File: src/rtl/control_pkg.sv
// Shared types and encodings for the multi-cycle control unit: state codes,
// opcodes, ALU operation codes, datapath select values and the control word.
package control_pkg;

    typedef logic [3:0] state_t;
    typedef logic [3:0] opcode_t;

    // state     | meaning
    // RST       | just out of reset, all outputs idle
    // FETCH     | read instruction at PC, PC += 2 on mem_ready
    // DECODE    | compute branch/jump target into ALUOut
    // R_EXEC    | A op B (op from funct)
    // R_WB      | write ALUOut to register file
    // I_EXEC    | A + immediate
    // I_WB      | write ALUOut to register file
    // MEM_ADDR  | A + immediate -> effective address
    // MEM_READ  | load from ALUOut address, wait mem_ready
    // MEM_WB    | write loaded data to register file
    // MEM_WRITE | store to ALUOut address, wait mem_ready
    // BRANCH    | A - B, conditional PC load from ALUOut
    // JUMP      | unconditional PC load from ALUOut
    // HALT      | terminal until reset
    localparam state_t S_RST       = 4'd0;
    localparam state_t S_FETCH     = 4'd1;
    localparam state_t S_DECODE    = 4'd2;
    localparam state_t S_R_EXEC    = 4'd3;
    localparam state_t S_R_WB      = 4'd4;
    localparam state_t S_I_EXEC    = 4'd5;
    localparam state_t S_I_WB      = 4'd6;
    localparam state_t S_MEM_ADDR  = 4'd7;
    localparam state_t S_MEM_READ  = 4'd8;
    localparam state_t S_MEM_WB    = 4'd9;
    localparam state_t S_MEM_WRITE = 4'd10;
    localparam state_t S_BRANCH    = 4'd11;
    localparam state_t S_JUMP      = 4'd12;
    localparam state_t S_HALT      = 4'd13;

    localparam opcode_t OP_RTYPE = 4'd0;
    localparam opcode_t OP_ADDI  = 4'd1;
    localparam opcode_t OP_LW    = 4'd2;
    localparam opcode_t OP_SW    = 4'd3;
    localparam opcode_t OP_BEQ   = 4'd4;
    localparam opcode_t OP_BLT   = 4'd5;
    localparam opcode_t OP_J     = 4'd6;
    localparam opcode_t OP_HALT  = 4'd7;

    localparam logic [2:0] ALU_ADD = 3'd0;
    localparam logic [2:0] ALU_SUB = 3'd1;
    localparam logic [2:0] ALU_AND = 3'd2;
    localparam logic [2:0] ALU_OR  = 3'd3;
    localparam logic [2:0] ALU_XOR = 3'd4;
    localparam logic [2:0] ALU_SLL = 3'd5;
    localparam logic [2:0] ALU_SRL = 3'd6;
    localparam logic [2:0] ALU_SLT = 3'd7;

    localparam logic [1:0] SRCA_PC     = 2'd0;
    localparam logic [1:0] SRCA_CONST2 = 2'd1;
    localparam logic [1:0] SRCA_REG_A  = 2'd2;

    localparam logic [1:0] SRCB_REG_B  = 2'd0;
    localparam logic [1:0] SRCB_CONST2 = 2'd1;
    localparam logic [1:0] SRCB_IMM    = 2'd2;

    localparam logic PCSRC_ALU    = 1'b0;
    localparam logic PCSRC_ALUOUT = 1'b1;

    typedef struct packed {
        logic [2:0] alu_op;
        logic [1:0] alu_src_a;
        logic [1:0] alu_src_b;
        logic       pc_src;
        logic       pc_write;
        logic       ir_write;
        logic       i_or_d;
        logic       mem_read;
        logic       mem_write;
        logic       reg_write;
        logic       mem_to_reg;
    } ctrl_word_t;

    // ADD, all selects 0, all enables 0
    localparam ctrl_word_t CTRL_IDLE = '0;

endpackage

File: src/rtl/control_output_decode.sv
// Combinational lookup from FSM state (plus ALU flags and mem_ready where the
// state needs them) to the datapath control word.
module control_output_decode
    import control_pkg::*;
(
    input  state_t     state,
    input  opcode_t    opcode,
    input  logic [2:0] funct,
    input  logic       zero,
    input  logic       negative,
    input  logic       mem_ready,
    output ctrl_word_t ctrl
);

    // Control word per state; unlisted and undefined states stay idle
    always_comb begin
        ctrl = CTRL_IDLE;
        case (state)
            S_FETCH: begin
                ctrl.mem_read  = 1'b1;
                ctrl.i_or_d    = 1'b0;
                ctrl.alu_src_a = SRCA_PC;
                ctrl.alu_src_b = SRCB_CONST2;
                ctrl.alu_op    = ALU_ADD;
                ctrl.pc_src    = PCSRC_ALU;
                // PC and IR only load on the cycle the read completes
                ctrl.pc_write  = mem_ready;
                ctrl.ir_write  = mem_ready;
            end
            S_DECODE: begin
                ctrl.alu_src_a = SRCA_PC;
                ctrl.alu_src_b = SRCB_IMM;
                ctrl.alu_op    = ALU_ADD;
            end
            S_R_EXEC: begin
                ctrl.alu_src_a = SRCA_REG_A;
                ctrl.alu_src_b = SRCB_REG_B;
                ctrl.alu_op    = funct;
            end
            S_I_EXEC, S_MEM_ADDR: begin
                ctrl.alu_src_a = SRCA_REG_A;
                ctrl.alu_src_b = SRCB_IMM;
                ctrl.alu_op    = ALU_ADD;
            end
            S_R_WB, S_I_WB: begin
                ctrl.reg_write = 1'b1;
            end
            S_MEM_READ: begin
                ctrl.mem_read = 1'b1;
                ctrl.i_or_d   = 1'b1;
            end
            S_MEM_WB: begin
                ctrl.reg_write  = 1'b1;
                ctrl.mem_to_reg = 1'b1;
            end
            S_MEM_WRITE: begin
                ctrl.mem_write = 1'b1;
                ctrl.i_or_d    = 1'b1;
            end
            S_BRANCH: begin
                ctrl.alu_src_a = SRCA_REG_A;
                ctrl.alu_src_b = SRCB_REG_B;
                ctrl.alu_op    = ALU_SUB;
                ctrl.pc_src    = PCSRC_ALUOUT;
                ctrl.pc_write  = (opcode == OP_BLT) ? negative : zero;
            end
            S_JUMP: begin
                ctrl.pc_src   = PCSRC_ALUOUT;
                ctrl.pc_write = 1'b1;
            end
            default: ctrl = CTRL_IDLE;
        endcase
    end

endmodule

File: src/rtl/multicycle_control_unit.sv
// Multi-cycle control FSM: state register, next-state logic, retired
// instruction counter and sticky halt/illegal flags.
module multicycle_control_unit
    import control_pkg::*;
#(
    parameter int INSTR_W  = 16,
    parameter int OPCODE_W = 4,
    parameter int CNT_W    = 16
) (
    input  logic               clk,
    input  logic               rst_n,
    input  logic [INSTR_W-1:0] input_instr,
    input  logic               input_Zero,
    input  logic               input_negative,
    input  logic               input_mem_ready,
    output logic [2:0]         output_ALUOp,
    output logic [1:0]         output_ALUSrcA,
    output logic [1:0]         output_ALUSrcB,
    output logic               output_PCSrc,
    output logic               output_PCWrite,
    output logic               output_IRWrite,
    output logic               output_IorD,
    output logic               output_MemRead,
    output logic               output_MemWrite,
    output logic               output_RegWrite,
    output logic               output_MemtoReg,
    output logic               output_halted,
    output logic               output_illegal,
    output logic [CNT_W-1:0]   output_instr_count
);

    state_t           state_q, state_d;
    opcode_t          opcode;
    logic [2:0]       funct;
    logic             retire, set_halt, set_illegal;
    logic             halted_q, illegal_q;
    logic [CNT_W-1:0] count_q;
    ctrl_word_t       ctrl;
    logic             instr_unused;

    assign opcode = input_instr[INSTR_W-1 -: OPCODE_W];
    assign funct  = input_instr[2:0];
    // Register fields belong to the datapath; only opcode and funct matter here
    assign instr_unused = ^input_instr[INSTR_W-OPCODE_W-1:3];

    // Next state, plus retire and sticky-flag events on the leaving edge
    always_comb begin
        state_d     = S_FETCH;
        retire      = 1'b0;
        set_halt    = 1'b0;
        set_illegal = 1'b0;
        case (state_q)
            S_RST:      state_d = S_FETCH;
            S_FETCH:    state_d = input_mem_ready ? S_DECODE : S_FETCH;
            S_DECODE: begin
                case (opcode)
                    OP_RTYPE:      state_d = S_R_EXEC;
                    OP_ADDI:       state_d = S_I_EXEC;
                    OP_LW, OP_SW:  state_d = S_MEM_ADDR;
                    OP_BEQ, OP_BLT: state_d = S_BRANCH;
                    OP_J:          state_d = S_JUMP;
                    OP_HALT: begin
                        state_d  = S_HALT;
                        set_halt = 1'b1;
                        retire   = 1'b1;
                    end
                    default: begin
                        state_d     = S_HALT;
                        set_halt    = 1'b1;
                        set_illegal = 1'b1;
                    end
                endcase
            end
            S_R_EXEC:   state_d = S_R_WB;
            S_I_EXEC:   state_d = S_I_WB;
            S_MEM_ADDR: state_d = (opcode == OP_SW) ? S_MEM_WRITE : S_MEM_READ;
            S_MEM_READ: state_d = input_mem_ready ? S_MEM_WB : S_MEM_READ;
            S_MEM_WRITE: begin
                state_d = input_mem_ready ? S_FETCH : S_MEM_WRITE;
                retire  = input_mem_ready;
            end
            S_R_WB, S_I_WB, S_MEM_WB, S_BRANCH, S_JUMP: begin
                state_d = S_FETCH;
                retire  = 1'b1;
            end
            S_HALT:     state_d = S_HALT;
            default:    state_d = S_FETCH;
        endcase
    end

    // State register, retire counter and sticky flags
    always_ff @(posedge clk or negedge rst_n) begin
        if (!rst_n) begin
            state_q   <= S_RST;
            count_q   <= '0;
            halted_q  <= 1'b0;
            illegal_q <= 1'b0;
        end else begin
            state_q   <= state_d;
            halted_q  <= halted_q | set_halt;
            illegal_q <= illegal_q | set_illegal;
            if (retire) begin
                count_q <= count_q + CNT_W'(1);
            end
        end
    end

    control_output_decode u_decode (
        .state     (state_q),
        .opcode    (opcode),
        .funct     (funct),
        .zero      (input_Zero),
        .negative  (input_negative),
        .mem_ready (input_mem_ready),
        .ctrl      (ctrl)
    );

    assign output_ALUOp       = ctrl.alu_op;
    assign output_ALUSrcA     = ctrl.alu_src_a;
    assign output_ALUSrcB     = ctrl.alu_src_b;
    assign output_PCSrc       = ctrl.pc_src;
    assign output_PCWrite     = ctrl.pc_write;
    assign output_IRWrite     = ctrl.ir_write;
    assign output_IorD        = ctrl.i_or_d;
    assign output_MemRead     = ctrl.mem_read;
    assign output_MemWrite    = ctrl.mem_write;
    assign output_RegWrite    = ctrl.reg_write;
    assign output_MemtoReg    = ctrl.mem_to_reg;
    assign output_halted      = halted_q;
    assign output_illegal     = illegal_q;
    assign output_instr_count = count_q;

endmodule

File: config.mk
export PLATFORM = sky130hd
export DESIGN_NAME = multicycle_control_unit
export DESIGN_NICKNAME = d
export VERILOG_FILES = /design/src/rtl/control_pkg.sv /design/src/rtl/control_output_decode.sv /design/src/rtl/multicycle_control_unit.sv
export SDC_FILE = /design/constraint.sdc
export NUM_CORES = 1
export LEC_CHECK = 0
export CAP_MARGIN = 10
export CORE_MARGIN = 4
export CORE_UTILIZATION = 38
export CTS_CLUSTER_DIAMETER = 200
export DETAILED_ROUTE_END_ITERATION = 10
export PLACE_DENSITY = 0.71
export RECOVER_POWER = 100
export SYNTH_ARGS = -nofsm -noshare
export SYNTH_HDL_FRONTEND = slang
export SYNTH_SLANG_ARGS = --single-unit
export TNS_END_PERCENT = 1
File: constraint.sdc
create_clock -name clk -period 4.7 [get_ports clk]
set_input_delay 0.94 -clock clk [delete_from_list [all_inputs] [get_ports clk]]
set_output_delay 0.94 -clock clk [all_outputs]
set_load 0.01 [all_outputs]
Yosys cells after proc, flatten, opt, wreduce, memory -nomap -nowiden
Cells that the tools add are included.

word-level totals
  register bits after elaboration = 22
  output and inout bits = 33
  word-level logic and storage cells = 58
  input port bits = 21

operators by class
  mux-type cells = 21
  reductions and logical operators = 10
  add/subtract/negate cells = 1
  bitwise gates (word level) = 2
  equality and inequality tests = 20

operators with widths
  cell                                                  count
  case mux 7 bit (5 select lines)                       1
  equality test 4 x 3 -> 1 bit (second input constant)  8
  case mux 4 bit (8 select lines)                       1
  equality test 4 bit (second input constant)           6
  case mux 4 bit (5 select lines)                       1
  adder 16 x 1 -> 16 bit (second input constant)        1
  equality test 4 x 2 -> 1 bit (second input constant)  4
  two-way mux 1 bit                                     13
  OR reduction 2 bit                                    5
  equality test 4 x 1 -> 1 bit (second input constant)  2
  OR reduction 8 bit                                    1
  OR reduction 7 bit                                    1
  case mux 2 bit (3 select lines)                       1
  OR reduction 5 bit                                    1
  logical NOT 4 bit                                     1
  two-way mux 2 bit                                     2
  two-way mux 4 bit                                     1
  case mux 1 bit (3 select lines)                       1
  OR reduction 3 bit                                    1
  OR 1 bit                                              2

Logic depth before layout (Yosys ltp)
  depth in word-level cells = 5
  gate-level depth with buffers = 5
  gate-level depth less buffers = 4

Hierarchy
A second synthesis with hierarchy kept.

second synthesis, totals
  cell total of the unflattened synthesis = 146
  area total of the unflattened synthesis = 1,392.6 µm²

by module, submodules not included
  module                   instances  area each (µm²)  cells an instance
  multicycle_control_unit  1          1,149.9          114
  control_output_decode    1          242.7            32

Worst setup path after synthesis
OpenSTA, ideal clock, no wires.

  path kind = input to output
  from = input port input_instr[13]
  to = output port output_PCWrite
  cell stages on the path = 3
  data arrival time = 1,731 ps
  path buffers = 0
  slack = 2,029 ps
  cells stage by stage = nor4bb_1 mux2i_1 o32ai_1

on the way
  word-level cells in the longest chain between the ends = 3

ends and longest elaborated chain
  item                             line                           RTL
  from (decl)                      multicycle_control_unit.sv:12  input logic [INSTR_W-1:0] input_instr,
  equality test 4 x 3 -> 1 bit     control_output_decode.sv:65    ctrl.pc_write = (opcode == OP_BLT) ? negative : zero;
  two-way mux 1 bit                control_output_decode.sv:65
  case mux 2 bit (3 select lines)  control_output_decode.sv:18    case (state)
  to (decl)                        multicycle_control_unit.sv:20  output logic output_PCWrite,

Every way passes these cells.

Worst setup path in the final report
  from = input port input_instr[14]
  to = output port output_PCWrite

The elaborated chain is that of the path after synthesis.

==> metrics.txt <==
# TYPE chip_impl_metric gauge
chip_impl_info{name="synth_area_leader_cell",value="dfrtp_1"} 1
chip_impl_metric{name="drc",unit=""} 0
chip_impl_info{name="clk_root_buffer_cell",value="clkbuf_4"} 1
chip_impl_metric{name="die_area",unit="mm²"} 0.00453
chip_impl_info{name="worst_setup_path_endpoint",value="output_PCWrite"} 1
chip_impl_metric{name="initial_util",unit=""} 0.397
chip_impl_info{name="timing.critical_path.mode_cell",value="dlygate4sd3_1"} 1
chip_impl_metric{name="yosys.area.top_type_share",unit=""} 0.412
chip_impl_metric{name="finalNetCount",unit=""} 202
chip_impl_metric{name="detail_route.iter0.violations",unit=""} 51
chip_impl_info{name="main_area_contributors_after_synthesis",value="dfrtp_1 (41%), xnor2_1 (9.8%), o211ai_1 (3.9%)"} 1
chip_impl_metric{name="design.portCount",unit=""} 54
chip_impl_metric{name="grt_first_pass_wirelength",unit="µm"} 5370
chip_impl_metric{name="placed_cells",unit=""} 221
chip_impl_metric{name="finalHoldViolCount",unit=""} 0
chip_impl_metric{name="finalSetupTns",unit="ns"} 0
chip_impl_metric{name="clkSlewWorstSetupHoldPaths",unit="ns"} 0.12
chip_impl_info{name="critPathKind",value="in -> out"} 1
chip_impl_info{name="path_cells",value="dlygate4sd3_1, nor4bb_1, mux2i_1, o32ai_1, dlygate4sd3_1"} 1
chip_impl_metric{name="total_routing_usage_reported_by_global_routing",unit=""} 0.150
chip_impl_metric{name="first_global_vias",unit=""} 1165
chip_impl_metric{name="fp.coreArea",unit="mm²"} 0.00336
chip_impl_metric{name="antenna_viol_nets_final",unit=""} 0
chip_impl_info{name="timing.critical_path.from_type",value="primary input"} 1
chip_impl_metric{name="syn_avg_cell_area",unit="µm²"} 9.48
chip_impl_info{name="tritoncts",value="built"} 1
chip_impl_info{name="regToRegStartpoint",value="state_q[0]"} 1
chip_impl_metric{name="detail_route.vias_per_cell",unit=""} 5.52
chip_impl_metric{name="synthToLayoutAreaGrowth",unit="%"} 34.8
chip_impl_metric{name="cap_violations",unit=""} 0
chip_impl_metric{name="place.gp.congestion",unit=""} 0.842
chip_impl_metric{name="cts_post_setup_buffers_inserted",unit=""} 0
chip_impl_metric{name="timing.critical_path.slowest_cell_delay",unit="ns"} 0.67
chip_impl_metric{name="crit_path_max_fanout",unit=""} 7
chip_impl_info{name="timing.critical_path.to_type",value="output pin"} 1
chip_impl_metric{name="cts_resized",unit=""} 0
chip_impl_metric{name="post-dp-hpwl",unit="µm"} 2460
chip_impl_metric{name="finalClockSkew",unit="ns"} 0.00239
chip_impl_metric{name="rrSetupSlack",unit="ns"} 2.02
chip_impl_metric{name="synthesis.nets",unit=""} 163
chip_impl_metric{name="cts_max_path_buffers",unit=""} 2
chip_impl_metric{name="achievable-frequency",unit="GHz"} 0.254
chip_impl_info{name="crit_path_top_delay_cell",value="dlygate4sd3_1"} 1
chip_impl_info{name="run_status",value="finished, final reports clean"} 1
chip_impl_metric{name="worstPathArrival",unit="ns"} 2.99
chip_impl_metric{name="rows",unit=""} 21
chip_impl_metric{name="final_min_period_over_clock_period",unit=""} 0.836
chip_impl_metric{name="finalWirelength",unit="µm"} 3310
chip_impl_metric{name="ys_seq_area_frac",unit=""} 0.412
chip_impl_metric{name="clkSinkCount",unit=""} 22
chip_impl_metric{name="critical_path.n_buffers_inverters",unit=""} 2
chip_impl_metric{name="wl_per_cell",unit="µm"} 14.7
chip_impl_metric{name="synth.ff_latch_count",unit=""} 22
chip_impl_metric{name="placed_area",unit="mm²"} 0.00178
chip_impl_metric{name="dr_pass1_iterations",unit=""} 4
chip_impl_metric{name="syn_inst",unit=""} 141
chip_impl_metric{name="synthDistinctLibCells",unit=""} 40
chip_impl_metric{name="relSlewSlack",unit=""} 0.223
chip_impl_metric{name="worst_r2r_path_depth",unit=""} 4
chip_impl_metric{name="fraction_of_final_layout_cells_with_drive_strength_greater_than_1",unit=""} 0.0503
chip_impl_metric{name="grt_antenna_before_repair",unit=""} 0
chip_impl_metric{name="setup_viol",unit=""} 0
chip_impl_metric{name="final_area",unit="mm²"} 0.00180
chip_impl_metric{name="ctsHtreeMaxLevel",unit=""} 1
chip_impl_metric{name="layout.filler_cells",unit=""} 357
chip_impl_metric{name="die_h",unit="µm"} 67.3
chip_impl_info{name="critical_path.startpoint",value="input_instr[14]"} 1
chip_impl_info{name="grt_setup_unrepaired",value="false"} 1
chip_impl_metric{name="number_of_buffers_created_by_cts",unit=""} 3
chip_impl_info{name="timing.rr.end",value="output_instr_count[1]"} 1
chip_impl_metric{name="p_leak",unit="nW"} 0.761
chip_impl_metric{name="path_depth",unit=""} 5
chip_impl_metric{name="ctsHoldBuffers",unit=""} 0
chip_impl_metric{name="detailroute.via_count",unit=""} 1243
chip_impl_metric{name="synth-warning-count",unit=""} 0
chip_impl_metric{name="insertion_delay",unit="ns"} 0.30
chip_impl_metric{name="worstMarginPinSlew",unit="ns"} 1.17
chip_impl_metric{name="antenna_cells",unit=""} 0
chip_impl_info{name="crit_family",value="buffers and inverters"} 1
chip_impl_metric{name="grt_start_max_net_pins",unit=""} 23
chip_impl_info{name="worst_hold_path_type",value="reg -> reg"} 1
chip_impl_metric{name="vdd_drop_max",unit="V"} 0.000250
chip_impl_metric{name="crit_required",unit="ns"} 3.76
chip_impl_metric{name="drv_slew",unit=""} 0
chip_impl_metric{name="port_buffers",unit=""} 43
chip_impl_metric{name="p_per_area",unit="mW/mm²"} 440
chip_impl_metric{name="grt_overflow_total",unit=""} 0
chip_impl_metric{name="die_width",unit="µm"} 67.3
chip_impl_metric{name="fin_crit",unit="ns"} 3.93
chip_impl_metric{name="combined_area_of_all_synthesized_cells",unit="mm²"} 0.00134
chip_impl_metric{name="final-instance-count-excl-fill",unit=""} 225
[cell families (layout without fill, tap and decap cells)]
family	after synthesis	after routing	share of synthesized area
fa+ha+maj	1	1	0.00936
buf+inv	13	51	0.0449
other cells	1	1	0.00281
xor+xnor	15	15	0.0983
compound gates	40	40	0.213
mux	2	2	0.0159
flops	22	22	0.412
simple gates	47	47	0.203
[sequential cells by signal, summed over array words and instances (netlist names)]
name and flops:
state_q 4, output_instr_count 16, output_illegal 1, output_halted 1
[how the worst min path moves through the flow]
stage               slack (ns)                      to                    from  cells past startpoint
floorplan                 0.51  output_instr_count[15]  output_instr_count[15]                      1
global route              0.50  output_instr_count[15]  output_instr_count[15]                      1
CTS                       0.50  output_instr_count[15]  output_instr_count[15]                      1
finish                    0.49           output_halted           output_halted                      1
detailed placement        0.47  output_instr_count[15]  output_instr_count[15]                      1
global placement          0.47           output_halted           output_halted                      1
[Yosys cell counts]
cell / number
and2_1: 2
nor3_1: 6
conb_1: 1
mux2i_1: 1
or4b_4: 1
nand3_1: 2
nor2b_1: 3
a21oi_1: 7
o2111ai_1: 4
a2111oi_0: 1
xnor2_1: 15
nor4bb_1: 1
clkbuf_1: 7
dfrtp_1: 22
nand2b_1: 2
or2_2: 2
buf_6: 1
o21ai_0: 9
buf_4: 1
mux2_2: 1
o21bai_1: 2
o22ai_1: 1
o211ai_1: 7
or4_1: 1
nor4_1: 2
nand4_1: 2
o2111ai_2: 1
o22ai_4: 1
a21o_1: 1
a31oi_1: 3
inv_1: 4
a41oi_1: 1
nor2_1: 11
and3_1: 3
nand2_1: 4
and4_1: 4
nand4b_1: 1
o32ai_1: 1
a211o_1: 1
ha_1: 1
[cell type report]
type                    instances  area (µm²)  area share
inverters                       4        15.0     0.00833
well taps                      46        57.6      0.0319
repair buffers                 43         430       0.239
flip-flops and latches         22         551       0.306
clock buffers                   4        36.3      0.0201
multi-input cells             106         712       0.395
[layout by cell type, fill, tap and decap left out, drive strengths merged, types with 2 or more instances in the layout]
| cell | n |
|---|---|
| or2 | 2 |
| nor4 | 2 |
| inv | 4 |
| and4 | 4 |
| nand3 | 2 |
| nor3 | 6 |
| xnor2 | 15 |
| nand2 | 4 |
| dfrtp | 22 |
| a21oi | 7 |
| o2111ai | 5 |
| o211ai | 7 |
| and2 | 2 |
| nor2b | 3 |
| o21bai | 2 |
| dlygate4sd3 | 35 |
| a31oi | 3 |
| nand4 | 2 |
| nand2b | 2 |
| o21ai | 9 |
| clkdlybuf4s50 | 8 |
| nor2 | 11 |
| clkbuf | 4 |
| and3 | 3 |
| o22ai | 2 |
[where the power goes]
part	switching (mW)	internal, mW
logic	0.185	0.188
registers	0.0852	0.233
clock network	0.0554	0.0472
[stage by stage]
stage          worst slack [ns]  total power, mW  hold WS (ns)  utilization
3_3_place_gp              0.930            0.720         0.466        0.529
2_1_floorplan              2.03            0.539         0.508            -
4_1_cts                   0.890            0.837         0.496        0.540
3_5_place_dp              0.882            0.733         0.471        0.529
6_report                  0.769            0.794         0.487        0.536
5_1_grt                   0.642            0.855         0.502        0.536
[worst reg2reg max path, stage by stage (launching register included)]
cell and delay, ns:
dfrtp_1 0.56, or4b_4 0.63, o22ai_1 0.89, nor2_1 0.18
mux2_2 0.33
[routing by layer]
metal | GRT usage | vias to the layer above | wire length [µm]
li1 | - | 601 | -
met1 | 0.192 | 598 | 1540
met2 | 0.274 | 42 | 1550
met3 | 0.0166 | 2 | 203
met4 | 0.0228 | 0 | 6
met5 | 0 | - | 0
No activity file was read; power rests on OpenSTA's default activity.
==> patch: new RTL, same settings <==
Change the parameter `CNT_W` from 16 to 12.
--- a/src/rtl/multicycle_control_unit.sv
+++ b/src/rtl/multicycle_control_unit.sv
@@ -6,5 +6,5 @@
     parameter int INSTR_W  = 16,
     parameter int OPCODE_W = 4,
-    parameter int CNT_W    = 16
+    parameter int CNT_W    = 12
 ) (
     input  logic               clk,
Ports: changed (resized output_instr_count); port bits go from 54 to 50. No check against the original RTL was run, so the function may have changed too.
==> patch against the original RTL <==
- worst setup slack worse by 47 ps
- total power shrank 11%
- final area decreased by 16%
- global-route usage down 0.93 points
- cell count decreased by 16%
- sequential cell count decreased by 4
- synthesized area shrank 17%
- routed wire length decreased by 22%
- count of clock-buffer cells in the layout is 1 lower
- critical endpoint unchanged
- largest power group unchanged
==> patch: results (changes against the original RTL) <==
Timing
  – Worst slew pin tran: 756 ps (was 1170 ps)
  – Clock Skew: 6.16 ps (was 2.39 ps)

Placement
  – Pre-CTS setup slack: 859 ps (was 882 ps)
  – Placed Area: 1500 sq um (was 1780 sq um)
  – Gpl congestion: 0.771 (was 0.842)
  – Hpwl dp: 1.96 mm (was 2.46 mm)

Routing
  – Routed vias: 1045 (was 1243)
  – Initial DRC count: 24 (was 51)
  – DR WL/cell: 13.6 um (was 14.7 um)

Critical path
  – Worst EP arrival: 3040 ps (was 2990 ps)
  – Crit-path max FO: 8 (was 7)

Logic synthesis
  – Post-synthesis net count: 146 (was 163)
  – Post-synthesis sequential area ratio: 0.404 (was 0.412)
  – Most common library cells after synthesis: 18 x dfrtp_1, 11 x nand2_1, 9 x nor3_1, 9 x xor2_1, 8 x nor2_1 (was 22 x dfrtp_1, 15 x xnor2_1, 11 x nor2_1)
  – Synthesized instance count: 124 (was 141)

Finish
  – Fin cells: 189 (was 225)
  – Layout cell share with drive strength beyond 1: 0.0190 (was 0.0503)
  – Max FFs per register: 12 (was 16)
  – Number of fill cells: 268 (was 357)

Power
  – Leak: 0.709 nW (was 0.761 nW)
  – VDD IR-drop max: 340 uV (was 250 uV)

GRT
  – Largest net degree at the start of global routing: 21 (was 23)
  – First-pass GRT wire length: 4.64 mm (was 5.37 mm)

Clock network
  – Clock Pin Slew Worst Setup and Hold Paths: 90 ps (was 120 ps)

Status
  – Status: completed (unchanged)
## patch: changes by cell type after synthesis, moves of 4 or more
cell       before  now
xor2_1          0    9
o2111ai_1       4    0
nand2_1         4   11
xnor2_1        15    2
a21oi_1         7    3
dfrtp_1        22   18
o211ai_1        7    1
## patch: cells by family after synthesis
group	count (synthesis)	synth area share
adders and majority gates	1	0.0112
AOI/OAI and AO/OA	24	0.143
xor gates and xnor gates	11	0.0865
muxes	2	0.0191
DFF	18	0.404
buffers and inverters	12	0.0584
other	1	0.00337
and+or+nand+nor	55	0.274
## patch: path summary, 6_finish.rpt
path                                   startpoint                endpoint  slack, ps  cells after the start
setup reg to reg                       state_q[2]   output_instr_count[1]       2600                      4
max in group asynchronous                   rst_n          output_illegal       3070                      1
setup / recovery                  input_instr[15]          output_PCWrite        720                      5
hold / removal             output_instr_count[11]  output_instr_count[11]        480                      1
hold reg to reg            output_instr_count[11]  output_instr_count[11]        480                      1
min in group asynchronous                   rst_n   output_instr_count[5]       1150                      1
## patch: cell type report
class | count | area, sq um | area share
Clock buffer | 3 | 22.5 | 0.0149
Multi-Input combinational cell | 94 | 598 | 0.395
Tap cell | 31 | 38.8 | 0.0256
Sequential cell | 18 | 450 | 0.297
Timing Repair Buffer | 40 | 394 | 0.260
Inverter | 3 | 11.3 | 0.00743
## patch: critical path, delay by kind of cell
kind                   cells  cell delay (ps)
multiplexers               1              150
buffers and inverters      2             1280
AND/OR/NAND/NOR            1              440
AO/OA/AOI/OAI              1              230
## patch: per-layer routing
metal / part of all wire / vias up / wire length [um] / track usage
li1: - / 510 / - / -
met4: 0.020 / 0 / 51 / 0.0678
met2: 0.45 / 43 / 1170 / 0.211
met5: 0 / - / 0 / 0
met1: 0.45 / 487 / 1170 / 0.182
met3: 0.073 / 5 / 187 / 0.0414
## patch: power by group through the flow
stage          clock [mW]  combinational [mW]  sequential (mW)
2_1_floorplan           0               0.245            0.250
3_3_place_gp            0               0.378            0.284
3_5_place_dp            0               0.384            0.287
4_1_cts            0.0766               0.385            0.286
5_1_grt            0.0827               0.392            0.301
6_report           0.0737               0.350            0.285
